`config.mk`:
```
export PLATFORM = sky130hd
export DESIGN_NAME = pipe_ctrl
export DESIGN_NICKNAME = d
export VERILOG_FILES = /design/src/rtl/pipe_ctrl.sv
export SDC_FILE = /design/constraint.sdc
export NUM_CORES = 1
export LEC_CHECK = 0
export BUFFER_PORTS_ARGS = -buffer_cell sky130_fd_sc_hd__buf_2
export CAP_MARGIN = 20
export CORE_AREA = 2 2 39 41
export CTS_CLUSTER_SIZE = 30
export DETAILED_ROUTE_END_ITERATION = 8
export DIE_AREA = 0 0 41 43
export HOLD_SLACK_MARGIN = 0.05
export PLACE_DENSITY = 0.66
export SYNTH_ARGS = -nofsm -noshare
export SYNTH_HDL_FRONTEND = slang
export SYNTH_SLANG_ARGS = --single-unit
```
`constraint.sdc`:
```
create_clock -name i_clk -period 1.6 [get_ports i_clk]
set_input_delay 0.08 -clock i_clk [delete_from_list [all_inputs] [get_ports i_clk]]
set_output_delay 0.08 -clock i_clk [all_outputs]
set_load 0.01 [all_outputs]
```
`src/rtl/pipe_ctrl.sv`:
```
// Pipeline stall/flush scheduler: drives PC enable and per-stage enable/clear from load-use, redirect, mul/div and memory-wait.
// Optional perf counters under `define PIPE_CTRL_PERF_EN. Outputs are combinational (same-cycle stall); state updates on posedge.
module pipe_ctrl #(
  parameter int REG_AW       = 5,
  parameter int FLUSH_CYCLES = 2,
  parameter int PERF_W       = 32
) (
  input  logic              i_clk,
  input  logic              i_rst_n,
  input  logic [REG_AW-1:0] i_id_rs1,
  input  logic [REG_AW-1:0] i_id_rs2,
  input  logic              i_id_rs1_use,
  input  logic              i_id_rs2_use,
  input  logic              i_ex_ld,
  input  logic [REG_AW-1:0] i_ex_rd,
  input  logic              i_redirect,
  input  logic              i_md_busy,
  input  logic              i_mem_busy,
  output logic              o_pc_en,
  output logic              o_pc_sel,
  output logic [3:0]        o_en,
  output logic [3:0]        o_srsh,
  output logic [1:0]        o_state
`ifdef PIPE_CTRL_PERF_EN
  ,
  output logic [PERF_W-1:0] o_stall_cnt,
  output logic [PERF_W-1:0] o_flush_cnt,
  output logic [PERF_W-1:0] o_freeze_cnt
`endif
);

  localparam int CW = (FLUSH_CYCLES > 1) ? $clog2(FLUSH_CYCLES) : 1;
  localparam logic [CW-1:0] RELOAD = CW'(FLUSH_CYCLES - 1);

  if (FLUSH_CYCLES < 1 || PERF_W < 1) begin : g_param_chk
    $error("pipe_ctrl: FLUSH_CYCLES and PERF_W must be >= 1");
  end

  typedef enum logic [1:0] {
    RUN   = 2'd0,
    FLUSH = 2'd1
  } state_t;

  state_t         state, state_nxt;
  logic [CW-1:0]  cnt, cnt_nxt;
  logic           lu_haz;
  logic           stall_ev, flush_ev, freeze_ev;

  // A load writing x0 produces nothing to wait for.
  assign lu_haz = i_ex_ld && (i_ex_rd != '0) &&
                  ((i_id_rs1_use && (i_id_rs1 == i_ex_rd)) ||
                   (i_id_rs2_use && (i_id_rs2 == i_ex_rd)));

  always_comb begin
    state_nxt = state;
    cnt_nxt   = cnt;
    o_pc_en   = 1'b1;
    o_pc_sel  = 1'b0;
    o_en      = 4'b1111;
    o_srsh    = 4'b0000;
    stall_ev  = 1'b0;
    flush_ev  = 1'b0;
    freeze_ev = 1'b0;

    if (!i_rst_n) begin
      o_pc_en = 1'b0;
      o_en    = 4'b0000;
      o_srsh  = 4'b1111;
    end else if (i_mem_busy) begin
      o_pc_en   = 1'b0;
      o_en      = 4'b0000;
      freeze_ev = 1'b1;
    end else if (i_redirect) begin
      o_pc_sel = 1'b1;
      o_en     = 4'b1100;
      o_srsh   = 4'b0011;
      flush_ev = 1'b1;
      if (FLUSH_CYCLES > 1) begin
        state_nxt = FLUSH;
        cnt_nxt   = RELOAD;
      end else begin
        state_nxt = RUN;
      end
    end else begin
      if (i_md_busy) begin
        o_pc_en  = 1'b0;
        o_en     = 4'b1000;
        o_srsh   = (state == FLUSH) ? 4'b0101 : 4'b0100;
        stall_ev = 1'b1;
      end else if (state == FLUSH) begin
        // ID holds a bubble here, so load-use cannot apply.
        o_en   = 4'b1110;
        o_srsh = 4'b0001;
      end else if (lu_haz) begin
        o_pc_en  = 1'b0;
        o_en     = 4'b1100;
        o_srsh   = 4'b0010;
        stall_ev = 1'b1;
      end
      if (state == FLUSH) begin
        cnt_nxt = cnt - 1'b1;
        if (cnt == CW'(1)) state_nxt = RUN;
      end
    end
  end

  always_ff @(posedge i_clk) begin
    if (!i_rst_n) begin
      state <= RUN;
      cnt   <= '0;
    end else begin
      state <= state_nxt;
      cnt   <= cnt_nxt;
    end
  end

  assign o_state = state;

`ifdef PIPE_CTRL_PERF_EN
  always_ff @(posedge i_clk) begin
    if (!i_rst_n) begin
      o_stall_cnt  <= '0;
      o_flush_cnt  <= '0;
      o_freeze_cnt <= '0;
    end else begin
      if (stall_ev && !(&o_stall_cnt))   o_stall_cnt  <= o_stall_cnt + 1'b1;
      if (flush_ev && !(&o_flush_cnt))   o_flush_cnt  <= o_flush_cnt + 1'b1;
      if (freeze_ev && !(&o_freeze_cnt)) o_freeze_cnt <= o_freeze_cnt + 1'b1;
    end
  end
`else
  logic unused_ev;
  assign unused_ev = stall_ev ^ flush_ev ^ freeze_ev;
`endif

endmodule

```
# Word level (Yosys, flattened, before mapping)
# Index checks and enable logic that the tools add are counted.
# totals
ff_bits,3
in_bits,23
output_inout_bits,12
elab_cells,44
# classes
n_addsub,1
eq_ne,3
muxes,27
bitwise,1
n_reduce_logical,10
# ops
operator,count
2-to-1 mux 3 bit,5
2-to-1 mux 2 bit,7
2-to-1 mux 1 bit,12
2-to-1 mux 4 bit,3
equality test 5 bit,2
nonzero test 5 bit,1
logical AND 1 bit,4
nonzero test 2 bit,2
AND reduction 3 bit,1
"equality test 2 x 1 -> 1 bit, second input constant",1
AND reduction 2 bit,1
logical OR 1 bit,1
NOT 1 bit,1
"subtractor 1 bit, second input constant",1

# Longest topological paths before layout
# Gate-level depths: netlist of run 1.
# logic_depth
depth_word,10
depth_mapped,4
ltp_nobuf,4

# Least setup slack after synthesis of run 1
# No wires, ideal clock.
# synth_path
path_kind,in2out
startpoint,input i_ex_rd[1]
endpoint,output o_en[1]
t_arrival_ns,1.258
setup_slack_ns,0.262
path_stages,4
n_path_buf,0
cell_sequence,or4_4 -> o21ai_2 -> nor2_1 -> a2111oi_2
# synth_between
elab_chain_len,10
# synth_rtl
item,line_no,text
from (decl),15,"input logic [REG_AW-1:0] i_ex_rd,"
equality test 5 bit (on tied branches),"51, 52",
logical AND 1 bit (on tied branches),"51, 52",
logical OR 1 bit,51,((i_id_rs1_use && (i_id_rs1 == i_ex_rd)) ||
logical AND 1 bit *,50,assign lu_haz = i_ex_ld && (i_ex_rd != '0) &&
2-to-1 mux 2 bit *,94,end else if (lu_haz) begin
2-to-1 mux 2 bit *,90,end else if (state == FLUSH) begin
2-to-1 mux 3 bit *,85,if (i_md_busy) begin
2-to-1 mux 3 bit *,73,end else if (i_redirect) begin
2-to-1 mux 4 bit *,69,end else if (i_mem_busy) begin
2-to-1 mux 4 bit *,65,if (!i_rst_n) begin
to (decl),21,"output logic [3:0] o_en,"
# Mark *: on every way between the ends. The rest lies on a longest branch, timed or not.

# Worst setup path after layout of run 1
# layout_path
startpoint,input i_ex_rd[2]
endpoint,output o_en[1]
# The elaborated chain is that of the path after synthesis.

==> impl_table.tex, run 1 <==
\begin{tabular}{lr}
\hline
Metric & Value \\
\hline
\multicolumn{2}{l}{\textbf{Status}} \\
\quad Outcome & complete, no violations \\
\multicolumn{2}{l}{\textbf{Logic synthesis}} \\
\quad Warnings from Yosys & 0 \\
\quad Seq/Total Area, Yosys & between 10 and 15\% \\
\quad Post-Syn Nets & around 70 \\
\quad Synthesized cell area & between 300 and 400 sq um \\
\quad Average instance area after synthesis & roughly 6.9 sq um \\
\quad Synthesis-stage register bit count & 2 \\
\quad Post-synthesis cell type count & 21 \\
\quad Post-Syn Instances & 48 \\
\multicolumn{2}{l}{\textbf{Cells and area}} \\
\quad Most common cell after layout, fill and taps aside & sky130\_fd\_sc\_hd\_\_buf\_2 \\
\quad Commonest non-fill, non-tap cells in the layout & sky130\_fd\_sc\_hd\_\_buf\_2, sky130\_fd\_sc\_hd\_\_xnor2\_1, sky130\_fd\_sc\_hd\_\_nand2\_1, sky130\_fd\_sc\_hd\_\_nor2\_1, sky130\_fd\_sc\_hd\_\_inv\_1 \\
\quad Fraction of layout cells with a size suffix above 1 & 48.8\% \\
\quad Number of cells in the finished layout apart from fillers & 100 \\
\quad Count of inserted antenna diode cells & 0 \\
\quad Filler instances & 153 \\
\quad Net count, final & 109 \\
\quad Area Overhead vs Synth & 64.7\% \\
\multicolumn{2}{l}{\textbf{Critical path}} \\
\quad Critical path class & in2out \\
\quad Chain of cells forming the critical path & buf\_2 > or4\_4 > o21ai\_4 > nor2\_1 > a2111oi\_2 > buf\_2 \\
\quad Kind of cell adding the most delay to the critical path & simple AND/OR/NAND/NOR gates \\
\quad Worst Path Arrival & 1430 ps \\
\quad Largest incremental delay on the critical path & roughly 530 ps \\
\quad R2r startpoint & o\_state[0] \\
\quad Data required time at the worst endpoint & 1520 ps \\
\quad Launching element of the worst setup path & i\_ex\_rd[2] \\
\quad Critical path buffers and inverters & 2 \\
\quad Maximum fanout along the worst path & 3 \\
\quad Crit path max-delay cell type & sky130\_fd\_sc\_hd\_\_or4\_4 \\
\quad Most numerous cell on the critical path & sky130\_fd\_sc\_hd\_\_buf\_2 \\
\quad Worst Setup Start Kind & primary input \\
\quad Kind of end point of the critical path & output port \\
\multicolumn{2}{l}{\textbf{Route}} \\
\quad Violation count after the first detailed-route iteration & 11 \\
\quad DRC violations left & 0 \\
\quad Via count of the routed design & 444 \\
\quad Total detailed-routing wirelength & slightly below 1 mm \\
\quad Via-per-instance ratio & approximately 4.4 \\
\quad Number of iterations in the first detailed-routing pass & 4 \\
\quad Mean routed wirelength per cell & 9.85 microns \\
\quad Residual antenna-violating net count after detailed routing & 0 \\
\multicolumn{2}{l}{\textbf{STA}} \\
\quad Final worst-path cycle share & a little over nine tenths \\
\quad Final clock skew & approximately 2.2 ps \\
\quad F\_max & 0.663 GHz \\
\quad Unrepaired setup endpoints after global routing & false \\
\quad Setup TNS & 0 ps \\
\quad Setup-failing EPs final & 0 \\
\quad Number of max-slew violations in the final report & 0 \\
\quad Min Tclk post-route & 1510 ps \\
\quad Final hold violations & 0 \\
\multicolumn{2}{l}{\textbf{CTS}} \\
\quad Number of gates resized after CTS & 0 \\
\quad Num CTS Buffers & 3 \\
\quad Sink count of the clock tree & 2 \\
\quad Clk slew on worst S/H paths & $\sim$30 ps \\
\quad Cell at the root of the clock tree & sky130\_fd\_sc\_hd\_\_clkbuf\_4 \\
\quad Buffer depth of the longest clock path & 2 \\
\quad Postcts setup bufs & 0 \\
\quad Clock tree from TritonCTS & yes \\
\quad Quantity of hold-fixing buffers added after cts & 0 \\
\quad H-tree level count & 1 \\
\quad Clock insertion delay at the later pin of the skew report & roughly 230 ps \\
\multicolumn{2}{l}{\textbf{Die}} \\
\quad IO Pins & 35 \\
\quad Num rows & 14 \\
\quad Area of the die & 0.00176 sq mm \\
\quad Core area & about 0.0014 sq mm \\
\quad Vert. Die Dim & around 43 microns \\
\quad Die X-Extent & 41 microns \\
\quad Initial core utilization & about a quarter \\
\multicolumn{2}{l}{\textbf{GRT}} \\
\quad Global route overflow & 0 \\
\quad Antenna violations before repair & 0 \\
\quad First-pass GRT wire length & roughly 1.5 mm \\
\quad Vias in the first global route & 421 \\
\quad Pin count of the biggest net entering global routing & 9 \\
\quad All-Layer GR Usage & a little over an eighth \\
\multicolumn{2}{l}{\textbf{Pwr}} \\
\quad Leakage power total & 0.281 nW \\
\quad VDD IR max & approximately 0.19 mV \\
\quad Power per standard cell area & between 500 and 600 mW/mm\^{}2 \\
\multicolumn{2}{l}{\textbf{Job}} \\
\quad Total of max-cap violations & 0 \\
\multicolumn{2}{l}{\textbf{Hold path}} \\
\quad Startpoint of the tightest hold check path & i\_rst\_n \\
\quad Worst min-delay path category & in2reg \\
\multicolumn{2}{l}{\textbf{Placement}} \\
\quad Port-buffer cells & 33 \\
\quad Total half-perimeter wirelength after legalization and detailed placement & between 800 and 900 microns \\
\quad Number of cells in the design after placement & 97 \\
\quad Final weighted congestion in routability-driven placement & just over 0.7 \\
\hline
\end{tabular}
cells in the mapped netlist:
master	n	area (sq um)
sky130_fd_sc_hd__o21a_1	1	7.51
sky130_fd_sc_hd__a31oi_1	1	6.26
sky130_fd_sc_hd__or4_4	1	11.3
sky130_fd_sc_hd__inv_1	4	15.0
sky130_fd_sc_hd__o21ai_0	3	15.0
sky130_fd_sc_hd__o22ai_1	1	6.26
sky130_fd_sc_hd__a21oi_1	1	5.00
sky130_fd_sc_hd__nand2b_1	2	12.5
sky130_fd_sc_hd__a2111oi_2	1	15.0
sky130_fd_sc_hd__nor2_1	6	22.5
sky130_fd_sc_hd__o21ai_2	1	8.76
sky130_fd_sc_hd__buf_4	1	7.51
sky130_fd_sc_hd__a2bb2oi_1	1	8.76
sky130_fd_sc_hd__conb_1	1	3.75
sky130_fd_sc_hd__a21o_1	1	7.51
sky130_fd_sc_hd__o221a_2	1	11.3
sky130_fd_sc_hd__xnor2_1	10	87.6
sky130_fd_sc_hd__nand4_1	2	12.5
sky130_fd_sc_hd__dfxtp_1	2	40.0
sky130_fd_sc_hd__nor4_1	1	6.26
sky130_fd_sc_hd__nand2_1	6	22.5
layer usage:
layer | vias up | GRT usage (%) | wire length (microns)
met5 | - | 0 | 0
met4 | 0 | 12.0 | 31
met3 | 4 | 1.57 | 38
met2 | 13 | 20.6 | 486
met1 | 191 | 14.3 | 428
li1 | 236 | - | -
through the flow:
step | utilization (%) | area [sq um] | worst slack (ps) | power [W] | hold slack (ps)
4_1_cts | 39.1 | 541 | 51.0 | 0.000301 | 126
2_1_floorplan | - | 333 | 262 | 0.000123 | 190
5_1_grt | 39.6 | 548 | 36.8 | 0.000324 | 142
6_report | 39.6 | 548 | 91.4 | 0.000297 | 134
3_3_place_gp | 37.4 | 518 | 73.6 | 0.000182 | 366
3_5_place_dp | 37.4 | 518 | 53.5 | 0.000183 | 365
cell type report:
type                    instances  area [sq um]  area share [%]
clock buffers                   3          22.5            4.11
inverters                       4          15.0            2.74
multi-input cells              41           278            50.7
flip-flops and latches          2          40.0            7.31
well taps                      16          20.0            3.65
repair buffers                 34           173            31.5
state kept, by name, indices dropped and copies added, names as in the netlist:
register  cells
cnt           1
o_state       1
worst reg2reg max path, stage by stage, from the launching register on:
cell	delay [ps]
sky130_fd_sc_hd__dfxtp_1	340
sky130_fd_sc_hd__nor2_1	240
sky130_fd_sc_hd__nor2_1	70
sky130_fd_sc_hd__o221a_2	260
path summary, 6_finish.rpt:
kind / cells past startpoint / slack, ps / endpoint
setup / recovery: 6 / 90 / o_en[1]
hold / removal: 3 / 130 / o_state[0]
setup reg to reg: 3 / 580 / cnt
hold reg to reg: 1 / 540 / cnt
logic make-up (layout without fill, tap and decap cells):
| logic type | count (synthesis) | in the layout | share of synthesized area (%) |
|---|---|---|---|
| and+or+nand+nor | 18 | 18 | 26.3 |
| other | 1 | 1 | 1.13 |
| AOI/OAI and AO/OA | 12 | 12 | 27.4 |
| xor gates and xnor gates | 10 | 10 | 26.3 |
| DFF | 2 | 2 | 12.0 |
| buffers and inverters | 5 | 41 | 6.77 |
power by group:
group | leakage, nW | switching (W) | total (W) | internal, W
registers | 0.0166 | 0.00000353 | 0.0000576 | 0.0000541
clock network | 0.0138 | 0.0000309 | 0.000114 | 0.0000829
logic | 0.251 | 0.0000618 | 0.000126 | 0.0000639
total | 0.281 | 0.0000962 | 0.000297 | 0.000201
No activity file was read; power rests on OpenSTA's default activity.
==> run 2: changes to the inputs <==
- ABC_AREA: unset -> 1
- PLACE_DENSITY: 0.66 -> 0.73
==> impl_table.tex, run 2 <==
\begin{tabular}{lr}
\hline
Metric & Value \\
\hline
\multicolumn{2}{l}{\textbf{STA}} \\
\quad Number of max-slew violations in the final report & 0 (unchanged) \\
\quad Final clock skew & 0.880 ps (was 2.20 ps) \\
\quad Unrepaired setup endpoints after global routing & false (unchanged) \\
\quad F\_max & 0.864 GHz (was 0.663 GHz) \\
\quad Hold Worst Slack & 181 ps (was 134 ps) \\
\quad Setup TNS & 0 ps (unchanged) \\
\quad Final worst-path cycle share & 72.4\% (was 94.3\%) \\
\quad Setup-failing EPs final & 0 (unchanged) \\
\quad Min Tclk post-route & 1160 ps (was 1510 ps) \\
\quad Final hold violations & 0 (unchanged) \\
\multicolumn{2}{l}{\textbf{Cells and area}} \\
\quad Fraction of layout cells with a size suffix above 1 & 36.5\% (was 48.8\%) \\
\quad Count of inserted antenna diode cells & 0 (unchanged) \\
\quad Most common cell after layout, fill and taps aside & sky130\_fd\_sc\_hd\_\_nand2\_1 (was sky130\_fd\_sc\_hd\_\_buf\_2) \\
\quad Area Overhead vs Synth & 47.9\% (was 64.7\%) \\
\quad Net count, final & 151 (was 109) \\
\quad Filler instances & 163 (was 153) \\
\quad Commonest non-fill, non-tap cells in the layout & sky130\_fd\_sc\_hd\_\_nand2\_1, sky130\_fd\_sc\_hd\_\_buf\_2, sky130\_fd\_sc\_hd\_\_inv\_1, sky130\_fd\_sc\_hd\_\_nor2\_1, sky130\_fd\_sc\_hd\_\_inv\_2 (was sky130\_fd\_sc\_hd\_\_buf\_2, sky130\_fd\_sc\_hd\_\_xnor2\_1, sky130\_fd\_sc\_hd\_\_nand2\_1, sky130\_fd\_sc\_hd\_\_nor2\_1, sky130\_fd\_sc\_hd\_\_inv\_1) \\
\multicolumn{2}{l}{\textbf{CTS}} \\
\quad Clock insertion delay at the later pin of the skew report & 210 ps (was 230 ps) \\
\quad Clk slew on worst S/H paths & 30 ps (about the same) \\
\quad Num CTS Buffers & 3 (unchanged) \\
\quad Cell at the root of the clock tree & sky130\_fd\_sc\_hd\_\_clkbuf\_4 (unchanged) \\
\quad Number of gates resized after CTS & 0 (unchanged) \\
\quad Buffer depth of the longest clock path & 2 (unchanged) \\
\quad Quantity of hold-fixing buffers added after cts & 0 (unchanged) \\
\quad H-tree level count & 1 (unchanged) \\
\quad Clock tree from TritonCTS & yes (unchanged) \\
\quad Postcts setup bufs & 0 (unchanged) \\
\quad Sink count of the clock tree & 2 (unchanged) \\
\multicolumn{2}{l}{\textbf{Logic synthesis}} \\
\quad Cell type with the highest aggregate area in the netlist & sky130\_fd\_sc\_hd\_\_nand2\_1 (was sky130\_fd\_sc\_hd\_\_xnor2\_1) \\
\quad Most frequent cells after synthesis & sky130\_fd\_sc\_hd\_\_nand2\_1, sky130\_fd\_sc\_hd\_\_inv\_1, sky130\_fd\_sc\_hd\_\_nor2\_1 (was sky130\_fd\_sc\_hd\_\_xnor2\_1, sky130\_fd\_sc\_hd\_\_nand2\_1, sky130\_fd\_sc\_hd\_\_nor2\_1) \\
\quad Ys async rst share & 0\% (unchanged) \\
\quad Post-synthesis cell type count & 16 (was 21) \\
\quad Synthesized cell area & 418 sq um (was 333 sq um) \\
\quad Fraction of synthesized cell area taken by the top area cell type & 32.3\% (was 26.3\%) \\
\quad Most common flop cell mapped by yosys & sky130\_fd\_sc\_hd\_\_dfxtp\_1 (unchanged) \\
\quad Post-Syn Instances & 91 (was 48) \\
\quad Synthesis-stage register bit count & 2 (unchanged) \\
\quad Seq/Total Area, Yosys & 9.58\% (was 12.0\%) \\
\quad Leading cell type by number of instances after synthesis & sky130\_fd\_sc\_hd\_\_nand2\_1 (was sky130\_fd\_sc\_hd\_\_xnor2\_1) \\
\quad Warnings from Yosys & 0 (unchanged) \\
\quad Average instance area after synthesis & 4.59 sq um (was 6.93 sq um) \\
\quad Cell types with the largest area share after synthesis & sky130\_fd\_sc\_hd\_\_nand2\_1, sky130\_fd\_sc\_hd\_\_inv\_1, sky130\_fd\_sc\_hd\_\_nor2\_1 (was sky130\_fd\_sc\_hd\_\_xnor2\_1, sky130\_fd\_sc\_hd\_\_dfxtp\_1, sky130\_fd\_sc\_hd\_\_nand2\_1) \\
\quad Post-Syn Nets & 114 (was 71) \\
\quad Number of enable flip-flop cells after synthesis & 0 (unchanged) \\
\multicolumn{2}{l}{\textbf{Route}} \\
\quad Via count of the routed design & 588 (was 444) \\
\quad Total detailed-routing wirelength & 1.04 mm (was 985 microns) \\
\quad DRC violations left & 0 (unchanged) \\
\quad Via-per-instance ratio & 4.14 (was 4.44) \\
\quad Number of iterations in the first detailed-routing pass & 4 (unchanged) \\
\quad Violation count after the first detailed-route iteration & 13 (was 11) \\
\quad Residual antenna-violating net count after detailed routing & 0 (unchanged) \\
\quad Mean routed wirelength per cell & 7.32 microns (was 9.85 microns) \\
\multicolumn{2}{l}{\textbf{Hold path}} \\
\quad Worst min-delay path category & in2reg (unchanged) \\
\quad Worst Hold Path Cells & 3 (unchanged) \\
\multicolumn{2}{l}{\textbf{Pwr}} \\
\quad VDD IR max & 0.296 mV (was 0.189 mV) \\
\quad Leakage power total & 0.432 nW (was 0.281 nW) \\
\quad Power per standard cell area & 471 mW/mm\^{}2 (was 542 mW/mm\^{}2) \\
\multicolumn{2}{l}{\textbf{Critical path}} \\
\quad Data required time at the worst endpoint & 1520 ps (about the same) \\
\quad Kind of end point of the critical path & output port (unchanged) \\
\quad Crit path max-delay cell type & sky130\_fd\_sc\_hd\_\_dfxtp\_1 (was sky130\_fd\_sc\_hd\_\_or4\_4) \\
\quad Largest incremental delay on the critical path & 320 ps (was 530 ps) \\
\quad Critical path class & reg2out (was in2out) \\
\quad Maximum fanout along the worst path & 4 (was 3) \\
\quad Worst Setup Start Kind & flop (was primary input) \\
\quad Worst Path Arrival & 1080 ps (was 1430 ps) \\
\quad Chain of cells forming the critical path & nor2\_1 > nand3\_1 > nand2\_1 > inv\_1 > buf\_2 (was buf\_2 > or4\_4 > o21ai\_4 > nor2\_1 > a2111oi\_2 > buf\_2) \\
\quad R2R cell count & 4 (was 3) \\
\multicolumn{2}{l}{\textbf{GRT}} \\
\quad Antenna violations before repair & 0 (unchanged) \\
\quad All-Layer GR Usage & 11.8\% (was 13.2\%) \\
\quad Vias in the first global route & 446 (was 421) \\
\quad Pin count of the biggest net entering global routing & 7 (was 9) \\
\quad First-pass GRT wire length & 1.52 mm (was 1.55 mm) \\
\quad Global route overflow & 0 (unchanged) \\
\multicolumn{2}{l}{\textbf{Placement}} \\
\quad Total half-perimeter wirelength after legalization and detailed placement & 926 microns (was 828 microns) \\
\quad Final weighted congestion in routability-driven placement & 0.725 (was 0.709) \\
\quad Port-buffer cells & 33 (unchanged) \\
\multicolumn{2}{l}{\textbf{Die}} \\
\quad Initial core utilization & 30.2\% (was 24.1\%) \\
\quad Vert. Die Dim & 43 microns (unchanged) \\
\quad Die X-Extent & 41 microns (unchanged) \\
\quad Core area & 0.00138 sq mm (unchanged) \\
\quad Num rows & 14 (unchanged) \\
\quad IO Pins & 35 (unchanged) \\
\quad Area of the die & 0.00176 sq mm (unchanged) \\
\multicolumn{2}{l}{\textbf{Status}} \\
\quad Outcome & complete, no violations (unchanged) \\
\multicolumn{2}{l}{\textbf{Job}} \\
\quad Total of max-cap violations & 0 (unchanged) \\
\hline
\end{tabular}
## run 2: cell types whose count changed after synthesis, sizes merged, moves of 2 or more
| cell | previous run | this run |
|---|---|---|
| nand2 | 6 | 38 |
| xnor2 | 10 | 0 |
| nand3 | 0 | 4 |
| inv | 4 | 22 |
| nand2b | 2 | 0 |
| nor2 | 6 | 15 |
## run 2: final timing paths
path | startpoint | endpoint | slack [ps]
worst max register to register | o_state[0] | cnt | 650
worst min register to register | cnt | cnt | 460
worst max-delay path | o_state[0] | o_pc_en | 440
worst min-delay path | i_rst_n | cnt | 180
## run 2: cell type report
class	instances	area (sq um)	share of cell area [%]
tap	16	20.0	3.24
clock buffer	3	22.5	3.64
timing repair buffer	33	165	26.7
inverter	22	82.6	13.4
multi-input combinational	66	288	46.6
sequential	2	40.0	6.48
## run 2: worst max-delay path, delay by kind of cell, from the launching register on
family / cells / cell delay [ps]
buf+inv: 2 / 150
flops: 1 / 320
simple gates: 3 / 380
## run 2: routing by layer
metal  routed length, microns  GRT usage [%]  part of all wire (%)  up-vias
li1                         -              -                     -      335
met1                      481           15.6                    46      241
met2                      519           18.8                    50       12
met3                       37           1.57                   3.6        0
met4                        0           4.00                     0        0
met5                        0              0                     0        -
## run 2: report_power, final
| part | internal (W) | total [W] | switching (W) |
|---|---|---|---|
| Clock | 0.0000822 | 0.000104 | 0.0000219 |
| Sequential | 0.0000546 | 0.0000579 | 0.00000329 |
| Combinational | 0.0000559 | 0.000129 | 0.0000731 |
| Total | 0.000193 | 0.000291 | 0.0000984 |
## run 2: stage by stage
stage,worst slack [ps],cell area (sq um),power (W),util (%),instances
floorplan,711,418,0.000131,-,91
global placement,528,596,0.000186,43.0,139
detailed placement,520,596,0.000188,43.0,139
CTS,440,618,0.000296,44.7,142
global route,322,618,0.000318,44.7,142
finish,442,618,0.000291,44.7,142
## run 2: logic make-up (layout without fill, tap and decap cells)
kind of cell | count (synthesis) | in the layout | share of synthesized area [%]
AO/OA/AOI/OAI | 6 | 6 | 8.38
buffers and inverters | 23 | 58 | 21.6
flip-flops | 2 | 2 | 9.58
AND/OR/NAND/NOR | 59 | 59 | 59.6
other | 1 | 1 | 0.897
